[config.mk]
export PLATFORM = sky130hd
export DESIGN_NAME = log2_burst_buf_flat
export DESIGN_NICKNAME = d
export VERILOG_FILES = /design/src/rtl/log2_burst_buf_if.sv /design/src/rtl/log2_burst_buf.sv /design/src/flat_wrapper.sv
export SDC_FILE = /design/constraint.sdc
export NUM_CORES = 1
export LEC_CHECK = 0
export CORE_ASPECT_RATIO = 0.6
export CORE_MARGIN = 4
export CORE_UTILIZATION = 45
export CTS_BUF_LIST = sky130_fd_sc_hd__clkbuf_8
export DETAILED_ROUTE_END_ITERATION = 7
export PLACE_DENSITY = 0.66
export SYNTH_ARGS = -nofsm -noshare
export SYNTH_HDL_FRONTEND = slang
export SYNTH_SLANG_ARGS = --single-unit
[constraint.sdc]
create_clock -name clk -period 5.6 [get_ports clk]
set_input_delay 0.84 -clock clk [delete_from_list [all_inputs] [get_ports clk]]
set_output_delay 0.84 -clock clk [all_outputs]
set_load 0.05 [all_outputs]
[src/rtl/log2_burst_buf_if.sv]
// Sample-in / result-out stream bundle for the burst log2 buffer.
// master drives samples and accepts results; slave is the buffer.
interface log2_burst_buf_if #(
    parameter int unsigned DATA_W = 8
);
    localparam int unsigned OUT_W = $clog2(DATA_W + 1);

    logic [DATA_W-1:0] in_data;
    logic              in_valid;
    logic              in_ready;
    logic [OUT_W-1:0]  out_data;
    logic              out_valid;
    logic              out_ready;
    logic              out_last;

    modport master (
        output in_data, in_valid, out_ready,
        input  in_ready, out_data, out_valid, out_last
    );

    modport slave (
        input  in_data, in_valid, out_ready,
        output in_ready, out_data, out_valid, out_last
    );
endinterface

[src/rtl/log2_burst_buf.sv]
// Burst log2 unit: computes floor/ceil log2 per sample on entry, buffers up to
// DEPTH results, then replays them in order on a valid/ready stream.
module log2_burst_buf #(
    parameter int unsigned DATA_W = 8,
    parameter int unsigned DEPTH  = 6
) (
    input  logic                 clk,
    input  logic                 rst_n,
    log2_burst_buf_if.slave      bus,
    input  logic                 ceil_mode_i,
    output logic                 overflow_o,
    output logic                 busy_o
);
    localparam int unsigned OUT_W  = $clog2(DATA_W + 1);
    localparam int unsigned CNT_W  = $clog2(DEPTH + 1);
    localparam int unsigned ADDR_W = (DEPTH > 1) ? $clog2(DEPTH) : 1;

    typedef enum logic [1:0] {
        ST_IDLE    = 2'd0,
        ST_COLLECT = 2'd1,
        ST_DRAIN   = 2'd2
    } state_e;

    state_e             state_q, state_d;
    logic [CNT_W-1:0]   cnt_q, cnt_d;
    logic [CNT_W-1:0]   rd_q, rd_d;
    logic               mode_q, mode_d;
    logic               ovf_q, ovf_d;
    logic               out_valid_q, out_valid_d;
    logic               out_last_q, out_last_d;
    logic [OUT_W-1:0]   out_data_q, out_data_d;
    logic               busy_q, busy_d;
    logic               in_ready_q, in_ready_d;
    logic [OUT_W-1:0]   mem_q [DEPTH];

    logic               wr_en;
    logic [ADDR_W-1:0]  wr_addr;
    logic               wr_mode;
    logic [OUT_W-1:0]   wr_data;

    // MSB index, bumped by one for non-powers of two in ceil mode (0 and 1 map to 0)
    function automatic logic [OUT_W-1:0] log2_f(input logic [DATA_W-1:0] x, input logic up);
        logic [OUT_W-1:0] r;
        r = '0;
        for (int i = 0; i < int'(DATA_W); i++) begin
            if (x[i]) r = OUT_W'(i);
        end
        if (up && ((x & (x - DATA_W'(1))) != '0)) r = r + OUT_W'(1);
        return r;
    endfunction

    assign wr_data = log2_f(bus.in_data, wr_mode);

    always_comb begin
        state_d     = state_q;
        cnt_d       = cnt_q;
        rd_d        = rd_q;
        mode_d      = mode_q;
        ovf_d       = ovf_q;
        out_valid_d = out_valid_q;
        out_last_d  = out_last_q;
        out_data_d  = out_data_q;
        wr_en       = 1'b0;
        wr_addr     = ADDR_W'(cnt_q);
        wr_mode     = mode_q;

        unique case (state_q)
            ST_IDLE: begin
                if (bus.in_valid) begin
                    wr_en   = 1'b1;
                    wr_addr = '0;
                    wr_mode = ceil_mode_i;
                    mode_d  = ceil_mode_i;
                    cnt_d   = CNT_W'(1);
                    ovf_d   = 1'b0;
                    state_d = ST_COLLECT;
                end
            end
            ST_COLLECT: begin
                if (bus.in_valid) begin
                    if (cnt_q < CNT_W'(DEPTH)) begin
                        wr_en = 1'b1;
                        cnt_d = cnt_q + CNT_W'(1);
                    end else begin
                        ovf_d = 1'b1;
                    end
                end else begin
                    state_d     = ST_DRAIN;
                    out_valid_d = 1'b1;
                    out_data_d  = mem_q[0];
                    out_last_d  = (cnt_q == CNT_W'(1));
                    rd_d        = CNT_W'(1);
                end
            end
            ST_DRAIN: begin
                if (out_valid_q && bus.out_ready) begin
                    if (out_last_q) begin
                        out_valid_d = 1'b0;
                        out_last_d  = 1'b0;
                        state_d     = ST_IDLE;
                    end else begin
                        out_data_d = mem_q[ADDR_W'(rd_q)];
                        out_last_d = (rd_q == cnt_q - CNT_W'(1));
                        rd_d       = rd_q + CNT_W'(1);
                    end
                end
            end
            default: state_d = ST_IDLE;
        endcase

        busy_d     = (state_d != ST_IDLE);
        in_ready_d = (state_d != ST_DRAIN);
    end

    always_ff @(posedge clk or negedge rst_n) begin
        if (!rst_n) begin
            state_q     <= ST_IDLE;
            cnt_q       <= '0;
            rd_q        <= '0;
            mode_q      <= 1'b0;
            ovf_q       <= 1'b0;
            out_valid_q <= 1'b0;
            out_last_q  <= 1'b0;
            out_data_q  <= '0;
            busy_q      <= 1'b0;
            in_ready_q  <= 1'b1;
        end else begin
            state_q     <= state_d;
            cnt_q       <= cnt_d;
            rd_q        <= rd_d;
            mode_q      <= mode_d;
            ovf_q       <= ovf_d;
            out_valid_q <= out_valid_d;
            out_last_q  <= out_last_d;
            out_data_q  <= out_data_d;
            busy_q      <= busy_d;
            in_ready_q  <= in_ready_d;
        end
    end

    // Result storage has no reset: entries are always written before being read
    always_ff @(posedge clk) begin
        if (wr_en) mem_q[wr_addr] <= wr_data;
    end

    assign bus.out_data  = out_data_q;
    assign bus.out_valid = out_valid_q;
    assign bus.out_last  = out_last_q;
    assign bus.in_ready  = in_ready_q;
    assign overflow_o    = ovf_q;
    assign busy_o        = busy_q;
endmodule

[src/flat_wrapper.sv]
// flat-port wrapper written by rule: the top's interface ports become plain ports
module log2_burst_buf_flat 
#(
    parameter int unsigned DATA_W = 8,
    parameter int unsigned DEPTH  = 6
)
  (clk, rst_n, ceil_mode_i, overflow_o, busy_o, bus_in_data, bus_in_valid, bus_out_ready, bus_in_ready, bus_out_data, bus_out_valid, bus_out_last);
  log2_burst_buf_if #(.DATA_W(DATA_W)) bus_i ();
  input  logic clk;
  input  logic rst_n;
  input  logic ceil_mode_i;
  output logic overflow_o;
  output logic busy_o;
  input wire logic [$bits(bus_i.in_data)-1:0] bus_in_data;
  input wire logic [$bits(bus_i.in_valid)-1:0] bus_in_valid;
  input wire logic [$bits(bus_i.out_ready)-1:0] bus_out_ready;
  output wire logic [$bits(bus_i.in_ready)-1:0] bus_in_ready;
  output wire logic [$bits(bus_i.out_data)-1:0] bus_out_data;
  output wire logic [$bits(bus_i.out_valid)-1:0] bus_out_valid;
  output wire logic [$bits(bus_i.out_last)-1:0] bus_out_last;
  assign bus_i.in_data = bus_in_data;
  assign bus_i.in_valid = bus_in_valid;
  assign bus_i.out_ready = bus_out_ready;
  assign bus_in_ready = bus_i.in_ready;
  assign bus_out_data = bus_i.out_data;
  assign bus_out_valid = bus_i.out_valid;
  assign bus_out_last = bus_i.out_last;
  log2_burst_buf #(.DATA_W(DATA_W), .DEPTH(DEPTH)) u_core (.clk(clk), .rst_n(rst_n), .bus(bus_i), .ceil_mode_i(ceil_mode_i), .overflow_o(overflow_o), .busy_o(busy_o));
endmodule
==> flow_summary.json, run 1 <==
{
  "use_met2_pct": 24.65,
  "syn_area_per_cell_um2": 11.17,
  "core_area_mm2": 0.004234,
  "cts_buffers": 5,
  "yosysUniqueCellTypes": 41,
  "drt_iter0_drc": 53,
  "syn_nets": 201,
  "critPathMaxFanout": 6,
  "nNetsFinal": 220,
  "grtUsageMet1_pct": 22.29,
  "drv_slew": 0,
  "ys_warn_count": 0,
  "h-tree-depth": 2,
  "end_kind": "flop",
  "clk_latency_ns": 0.29,
  "grt_overflow_total": 0,
  "drtPass1Iterations": 5,
  "crit_buf_inv": 1,
  "fp-row-count": 18,
  "top_usage_layer": "met2",
  "cp-start-kind": "input port",
  "synthCells": 183,
  "ys_seq_area_share_pct": 57.34,
  "cts_hold_buf": 0,
  "min_to": "u_core.bus.out_data[3]",
  "clock.fmax_mhz": 327.1,
  "critPathRequiredTime_ns": 5.62,
  "slowest_stage": "or4_4",
  "hold_viol_final": 0,
  "layout_setup_ws_ns": 2.543,
  "antenna_found_initial": 0,
  "critPathKind": "input port to flop",
  "vdd_drop_max_v": 0.0002561,
  "synth-edff-count": 24,
  "die_h_um": 60.21,
  "final_common_cell": "edfxtp_1",
  "clockBufferDepth": 2,
  "rsz0062_at_grt": "no",
  "cpLargestDelayFamily": "simple AND/OR/NAND/NOR gates",
  "rr_endpoint": "u_core.mem_q[1][1]",
  "grt_use_total_pct": 16.26,
  "setup_violations": 0,
  "holdPathStages": 2,
  "status": "finished clean",
  "initial_core_util_pct": 48.29,
  "period_share_pct": 54.59,
  "io_pins": 22,
  "vias": 1403,
  "place_congestion": 0.8072,
  "final_cell_mix": "24 x edfxtp_1, 21 x nor2_1, 21 x clkdlybuf4s50_1",
  "grt_pass1_vias": 1325,
  "route.detailed.drc": 0,
  "max_slew.worst_pin.slew_ns": 0.9434,
  "slew_headroom_pct": 36.22,
  "synth_ff_type": "edfxtp_1",
  "area_growth_pct": 17.63,
  "syn_area_mm2": 0.002044,
  "skew_ns": 0.009321,
  "min_from": "u_core.bus.out_data[3]",
  "cts-resized-gates": 0,
  "min_period_ns": 3.057,
  "wl_per_cell_um": 15.51,
  "grt_max_degree": 19,
  "root_buffer": "clkbuf_8",
  "crit_chain": "clkdlybuf4s50_1 > or4_4 > or3_1 > maj3_2 > a21o_1 > a31oi_1",
  "die_x_um": 95.02,
  "ys_async_sr_fraction_pct": 42.86,
  "grt_util_met3_pct": 5.031,
  "post_cts.repair.setup_buffers": 0,
  "ys_ff_latch": 42,
  "vias_per_cell": 5.335,
  "clock_sinks": 42,
  "cts_tree": "yes",
  "setup_tns_ns": 0,
  "hp-class": "flop to flop",
  "p_leak_nw": 0.9140,
  "die_area_mm2": 0.005721,
  "clkTransAtPathRegs_ns": 0.08,
  "pwr_density_cell_mw_per_mm2": 513.0,
  "finalWirelength_um": 4079,
  "pre_cts_slack_ns": 2.226,
  "critical_path_arrival_ns": 3.08,
  "ff2ff_setup_slack_ns": 3.19,
  "slowest_delay_ns": 0.54,
  "dpl.hpwl_um": 3036,
  "numPortBuffers": 21,
  "r2r-start": "u_core.state_q[1]",
  "diodes": 0,
  "grt_first_pass_wirelength_um": 6699,
  "reg2reg_depth": 4,
  "ant_nets": 0,
  "cap_viol_max_count": 0,
  "final_layout_size_suffix_gt1_share_pct": 9.360
}
through the flow:
stage                     instances  total power [mW]  util, %  hold WS [ns]  cell area, um^2
final                           263             1.234    56.80        0.5359             2405
after global routing            263             1.310    56.80        0.5467             2405
after CTS                       263             1.237    56.80        0.5325             2405
after detailed placement        255             1.009    54.20        0.5142             2295
after global placement          255            0.9918    54.20        0.5081             2295
after floorplan                 183            0.8585        -        0.5226             2044
registers in the layout (all words and copies together) (netlist names), 2 cells and up:
signal and count:
u_core.cnt_q 3, u_core.mem_q 24, u_core.rd_q 3, u_core.bus.out_data 4, u_core.state_q 2
cells by family (layout without fill, tap and decap cells):
kind of cell / count (synthesis) / count (layout) / share of synthesized area (%)
compound gates: 45 / 45 / 13.10
xor+xnor: 5 / 5 / 2.142
fa+ha+maj: 7 / 7 / 4.100
buf+inv: 18 / 38 / 3.366
flops: 42 / 42 / 57.34
mux: 9 / 9 / 6.916
simple gates: 57 / 57 / 13.04
worst min-delay path, cell delays in order, from the launching register on:
cell and delay (ns):
dfrtp_1 0.35, nor2_1 0.05, a21oi_1 0.10
area by class of cell:
type	instances	area [um^2]
fillers	380	1829
multi-input cells	123	803.3
inverters	9	33.78
well taps	60	75.07
flip-flops and latches	42	1172
clock buffers	5	68.82
clock inverters	3	41.29
repair buffers	21	210.2
cells in the mapped netlist, types with 2 or more instances:
master    instances  area share (%)
inv_1             9             1.7
nand3_1           2            0.49
clkbuf_1          8             1.5
xnor2_1           4             1.7
nor3_1            4            0.98
dfrtp_1          17              21
edfxtp_1         24              35
mux2i_1           4             2.0
o21ai_0           9             2.2
nand2b_1          2            0.61
nand2_1          17             3.1
a211oi_1          4             1.5
mux4_2            4             4.4
ha_1              5             3.1
a31oi_1           4             1.2
a21oi_1          20             4.9
or3_1             2            0.61
nor2_1           21             3.9
worst max path at each step:
stage	startpoint	to	cells past startpoint	slack (ns)
finish	bus_in_data[1]	u_core.mem_q[0][2]	6	2.54
global route	bus_in_data[2]	u_core.mem_q[2][2]	6	2.45
CTS	bus_in_data[1]	u_core.mem_q[0][2]	6	2.52
detailed placement	bus_in_data[1]	u_core.mem_q[5][2]	6	2.23
global placement	bus_in_data[1]	u_core.mem_q[5][2]	6	2.33
floorplan	bus_in_data[0]	u_core.mem_q[0][2]	5	2.96
report_power, final:
part	leakage [nW]	total (mW)	internal [mW]	switching [mW]
clock network	0.0556	0.232	0.131	0.101
logic	0.428	0.482	0.188	0.295
registers	0.431	0.519	0.425	0.0939
total	0.914	1.23	0.744	0.489
routing by layer:
layer	share of wire, %	up-vias
li1	-	695
met3	4.3	7
met2	44	24
met1	51	677
met4	1.3	0
met5	0	-
No activity file was read; power rests on OpenSTA's default activity.
==> run 2, diff against run 1 <==
==> constraint.sdc (replaced) <==
create_clock -name clk -period 2.99 [get_ports clk]
set_input_delay 0.4485 -clock clk [delete_from_list [all_inputs] [get_ports clk]]
set_output_delay 0.4485 -clock clk [all_outputs]
set_load 0.05 [all_outputs]
==> run 2 against run 1 <==
Effect of this change: via count up 3.7%; cell count up 1.1%; largest cell class unchanged; critical path type unchanged; clock-buffer cell count unchanged; design area up 2.1%; sequential cell count unchanged; highest routed layer unchanged; sequential share of layout area down 0.99 points.
==> flow_summary.json, run 2 (synthesized netlist as in run 1, its figures left out) <==
{
  "cts_tree": "yes",
  "ant_nets": 0,
  "clk_latency_ns": 0.30,
  "vias_per_cell": 5.470,
  "place_congestion": 0.7561,
  "die_h_um": 60.21,
  "core_area_mm2": 0.004234,
  "final_cells": 266,
  "setup_tns_ns": 0,
  "clkTransAtPathRegs_ns": 0.08,
  "initial_core_util_pct": 48.29,
  "min_period_ns": 2.609,
  "layout_setup_ws_ns": 0.3814,
  "vdd_drop_max_v": 0.0004694,
  "cts-resized-gates": 0,
  "wl_per_cell_um": 15.43,
  "postPlaceCellArea_mm2": 0.002317,
  "hp-class": "flop to flop",
  "cp-start-kind": "input port",
  "regMostFlops": "u_core.mem_q",
  "largest_reg_flops": 24,
  "nNetsFinal": 223,
  "finalPower_mw": 2.418,
  "critPathKind": "input port to flop",
  "post_cts.repair.setup_buffers": 0,
  "clock.fmax_mhz": 383.3,
  "skew_ns": 0.007157,
  "rr_endpoint": "u_core.rd_q[0]",
  "numPortBuffers": 21,
  "die_area_mm2": 0.005721,
  "dp.cells": 258,
  "clock_sinks": 42,
  "cts_buffers": 5,
  "ff2ff_setup_slack_ns": 0.97,
  "cap_viol_max_count": 0,
  "pre_cts_slack_ns": 0.1267,
  "status": "finished clean",
  "drv_slew": 0,
  "critPathRequiredTime_ns": 3.04,
  "top_usage_layer": "met1",
  "hold_viol_final": 0,
  "slew_headroom_pct": 44.47,
  "max_slew.worst_pin.slew_ns": 0.8304,
  "grt_first_pass_wirelength_um": 6789,
  "stdcell_area_mm2": 0.002455,
  "grt_use_total_pct": 16.26,
  "timing.hold.ws_ns": 0.5269,
  "drtPass1Iterations": 5,
  "p_leak_nw": 0.9422,
  "end_kind": "flop",
  "io_pins": 22,
  "setup_violations": 0,
  "grt_util_met3_pct": 5.535,
  "final_layout_size_suffix_gt1_share_pct": 11.17,
  "clockBufferDepth": 2,
  "rsz0062_at_grt": "no",
  "die_x_um": 95.02,
  "h-tree-depth": 2,
  "min_from": "u_core.overflow_o",
  "r2r-start": "u_core.state_q[0]",
  "route.detailed.drc": 0,
  "period_share_pct": 87.25,
  "cts_hold_buf": 0,
  "reg2reg_depth": 5,
  "antenna_found_initial": 0,
  "grt_max_degree": 19,
  "holdPathStages": 2,
  "grtUsageMet1_pct": 23.52,
  "grt_pass1_vias": 1383,
  "grt_overflow_total": 0,
  "final_cell_mix": "24 x edfxtp_1, 21 x nor2_1, 21 x clkdlybuf4s50_1",
  "critical_path_arrival_ns": 2.66,
  "critPathMaxFanout": 6,
  "vias": 1455,
  "min_to": "u_core.overflow_o",
  "fp-row-count": 18,
  "diodes": 0,
  "drt_iter0_drc": 156,
  "finalWirelength_um": 4104,
  "pwr_density_cell_mw_per_mm2": 985.0,
  "utilization_pct": 57.98,
  "dpl.hpwl_um": 2976,
  "final_common_cell": "edfxtp_1",
  "area_growth_pct": 20.07,
  "use_met2_pct": 23.15,
  "root_buffer": "clkbuf_8"
}
run 2: layer usage:
metal,wire length [um],vias up
met5,0,-
met4,38,0
met3,263,7
met2,1744,46
met1,2058,702
li1,-,700
run 2: critical path, cell delays in order:
cell             delay (ns)
clkdlybuf4s50_1        0.46
or4_4                  0.54
or3_1                  0.33
maj3_2                 0.33
a21o_1                 0.16
a31oi_1                0.39
run 2: worst max path at each step:
stage	start	to	slack [ns]	depth (start not counted)
2_1_floorplan	bus_in_data[0]	u_core.mem_q[0][2]	0.74	5
3_3_place_gp	bus_in_data[1]	u_core.mem_q[2][2]	0.21	6
3_5_place_dp	bus_in_data[1]	u_core.mem_q[3][2]	0.13	6
4_1_cts	bus_in_data[1]	u_core.mem_q[3][2]	0.38	6
5_1_grt	bus_in_data[1]	u_core.mem_q[3][2]	0.29	6
6_report	bus_in_data[1]	u_core.mem_q[3][2]	0.38	6
run 2: power breakdown:
| group | total, mW | leakage, nW | internal [mW] | switching [mW] |
|---|---|---|---|---|
| combinational | 0.903 | 0.443 | 0.360 | 0.544 |
| sequential | 0.973 | 0.431 | 0.796 | 0.177 |
| clock | 0.542 | 0.0683 | 0.335 | 0.207 |
run 2: final cells by class:
cell class,instances,area [um^2]
repair buffers,24,232.7
well taps,60,75.07
flip-flops and latches,42,1172
clock buffers,5,68.82
multi-input cells,123,803.3
clock inverters,3,68.82
fillers,346,1779
inverters,9,33.78
==> run 3, diff against run 2 <==
--- a/config.mk
+++ b/config.mk
@@ -5,12 +5,14 @@
 export SDC_FILE = /design/constraint.sdc
 export NUM_CORES = 1
 export LEC_CHECK = 0
+export CAP_MARGIN = 25
 export CORE_ASPECT_RATIO = 0.6
 export CORE_MARGIN = 4
 export CORE_UTILIZATION = 45
 export CTS_BUF_LIST = sky130_fd_sc_hd__clkbuf_8
 export DETAILED_ROUTE_END_ITERATION = 7
-export PLACE_DENSITY = 0.66
+export HOLD_SLACK_MARGIN = 0.06
+export PLACE_DENSITY = 0.78
 export SYNTH_ARGS = -nofsm -noshare
 export SYNTH_HDL_FRONTEND = slang
 export SYNTH_SLANG_ARGS = --single-unit
==> run 3 against run 2 <==
Effect of this change: clock skew up 0.0055 ns; critical path depth unchanged; setup slack better by 0.046 ns; design area down 2.1%; die area unchanged; via count down 3.3%; sequential share of layout area up 1.0 points; sequential cell count unchanged; cell count unchanged; critical path type unchanged; largest cell class unchanged; largest power group unchanged; highest routed layer unchanged.
==> flow_summary.json, run 3 (synthesized netlist as in run 1, its figures left out) <==
{
  "status": "finished clean",
  "cts_tree": "yes",
  "end_kind": "flop",
  "regMostFlops": "u_core.mem_q",
  "cp-start-kind": "input port",
  "clk_latency_ns": 0.29,
  "critical_path_arrival_ns": 2.61,
  "wl_per_cell_um": 14.59,
  "post_cts.repair.setup_buffers": 0,
  "root_buffer": "clkbuf_8",
  "clock_sinks": 42,
  "clkTransAtPathRegs_ns": 0.08,
  "vias": 1407,
  "grt_util_met3_pct": 6.541,
  "dpl.hpwl_um": 2855,
  "numPortBuffers": 21,
  "final_layout_size_suffix_gt1_share_pct": 10.68,
  "hp-class": "flop to flop",
  "diodes": 0,
  "grt_overflow_total": 0,
  "final_common_cell": "edfxtp_1",
  "fillers": 375,
  "drt_iter0_drc": 71,
  "cts_hold_buf": 0,
  "ff2ff_setup_slack_ns": 1.01,
  "final_cells": 266,
  "grtUsageMet1_pct": 23.50,
  "area_growth_pct": 17.50,
  "clock.fmax_mhz": 390.3,
  "cap_viol_max_count": 0,
  "multi_input_area_um2": 803.3,
  "place_congestion": 0.8044,
  "antenna_found_initial": 0,
  "final_cell_mix": "24 x edfxtp_1, 21 x nor2_1, 21 x clkdlybuf4s50_1",
  "p_leak_nw": 0.9155,
  "setup_tns_ns": 0,
  "dp.cells": 258,
  "core_area_mm2": 0.004234,
  "drtPass1Iterations": 4,
  "slew_headroom_pct": 45.96,
  "drv_slew": 0,
  "grt_use_total_pct": 15.83,
  "critPathMaxFanout": 6,
  "top_usage_layer": "met1",
  "rsz0062_at_grt": "no",
  "min_period_ns": 2.562,
  "seq_area_mm2": 0.001172,
  "grt_first_pass_wirelength_um": 6382,
  "io_pins": 22,
  "cts_buffers": 5,
  "die_x_um": 95.02,
  "nNetsFinal": 223,
  "critPathRequiredTime_ns": 3.03,
  "h-tree-depth": 2,
  "route.detailed.drc": 0,
  "ant_nets": 0,
  "finalWirelength_um": 3882,
  "grt_max_degree": 19,
  "cts-resized-gates": 0,
  "skew_ns": 0.01270,
  "die_area_mm2": 0.005721,
  "vias_per_cell": 5.289,
  "clockBufferDepth": 2,
  "die_h_um": 60.21,
  "largest_reg_flops": 24,
  "period_share_pct": 85.70,
  "pwr_density_cell_mw_per_mm2": 919.3,
  "setup_violations": 0,
  "initial_core_util_pct": 48.29,
  "hold_viol_final": 0,
  "use_met2_pct": 20.64,
  "grt_pass1_vias": 1243,
  "max_slew.worst_pin.slew_ns": 0.8044,
  "fp-row-count": 18,
  "critPathKind": "input port to flop",
  "vdd_drop_max_v": 0.0004117
}
run 3: worst max-delay path, cell delays in order:
cell             delay (ns)
clkdlybuf4s50_1        0.44
or4_4                  0.54
or3_1                  0.33
maj3_2                 0.33
a21o_1                 0.16
a31oi_1                0.36
run 3: layout make-up:
| class | count | share of cell area, % |
|---|---|---|
| inverters | 9 | 1.406 |
| clock buffers | 5 | 2.865 |
| well taps | 60 | 3.125 |
| multi-input cells | 123 | 33.44 |
| flip-flops and latches | 42 | 48.80 |
| repair buffers | 24 | 9.688 |
| clock inverters | 3 | 0.6771 |
run 3: final timing paths:
path	cells past startpoint	endpoint	startpoint
setup / recovery	6	u_core.mem_q[1][2]	bus_in_data[1]
hold / removal	2	u_core.overflow_o	u_core.overflow_o
setup reg to reg	3	u_core.mem_q[4][2]	u_core.state_q[1]
hold reg to reg	2	u_core.overflow_o	u_core.overflow_o
max in group asynchronous	1	u_core.bus.out_data[3]	rst_n
min in group asynchronous	1	u_core.bus.out_last	rst_n
run 3: power breakdown:
part           total, mW  internal (mW)  leakage, nW  switching (mW)
combinational      0.895          0.360        0.443           0.535
sequential         0.970          0.796        0.431           0.174
clock              0.344          0.160       0.0416           0.184
run 3: per-layer routing:
metal,part of all wire [%],wire [um],vias to the layer above
li1,-,-,707
met1,51,1996,665
met2,42,1642,33
met3,5.5,215,2
met4,0.70,27,0
met5,0,0,-
run 3: metrics by stage:
step	utilization (%)	hold slack [ns]	cell area, um^2	power [mW]	worst slack, ns
after detailed placement	54.73	0.4896	2317	1.872	0.1226
after floorplan	-	0.1529	2044	1.608	0.7414
final	56.74	0.5161	2402	2.208	0.4276
after global routing	56.74	0.5675	2402	2.366	0.3360
after global placement	54.73	0.4944	2317	1.854	0.1870
after CTS	56.74	0.5185	2402	2.220	0.4203
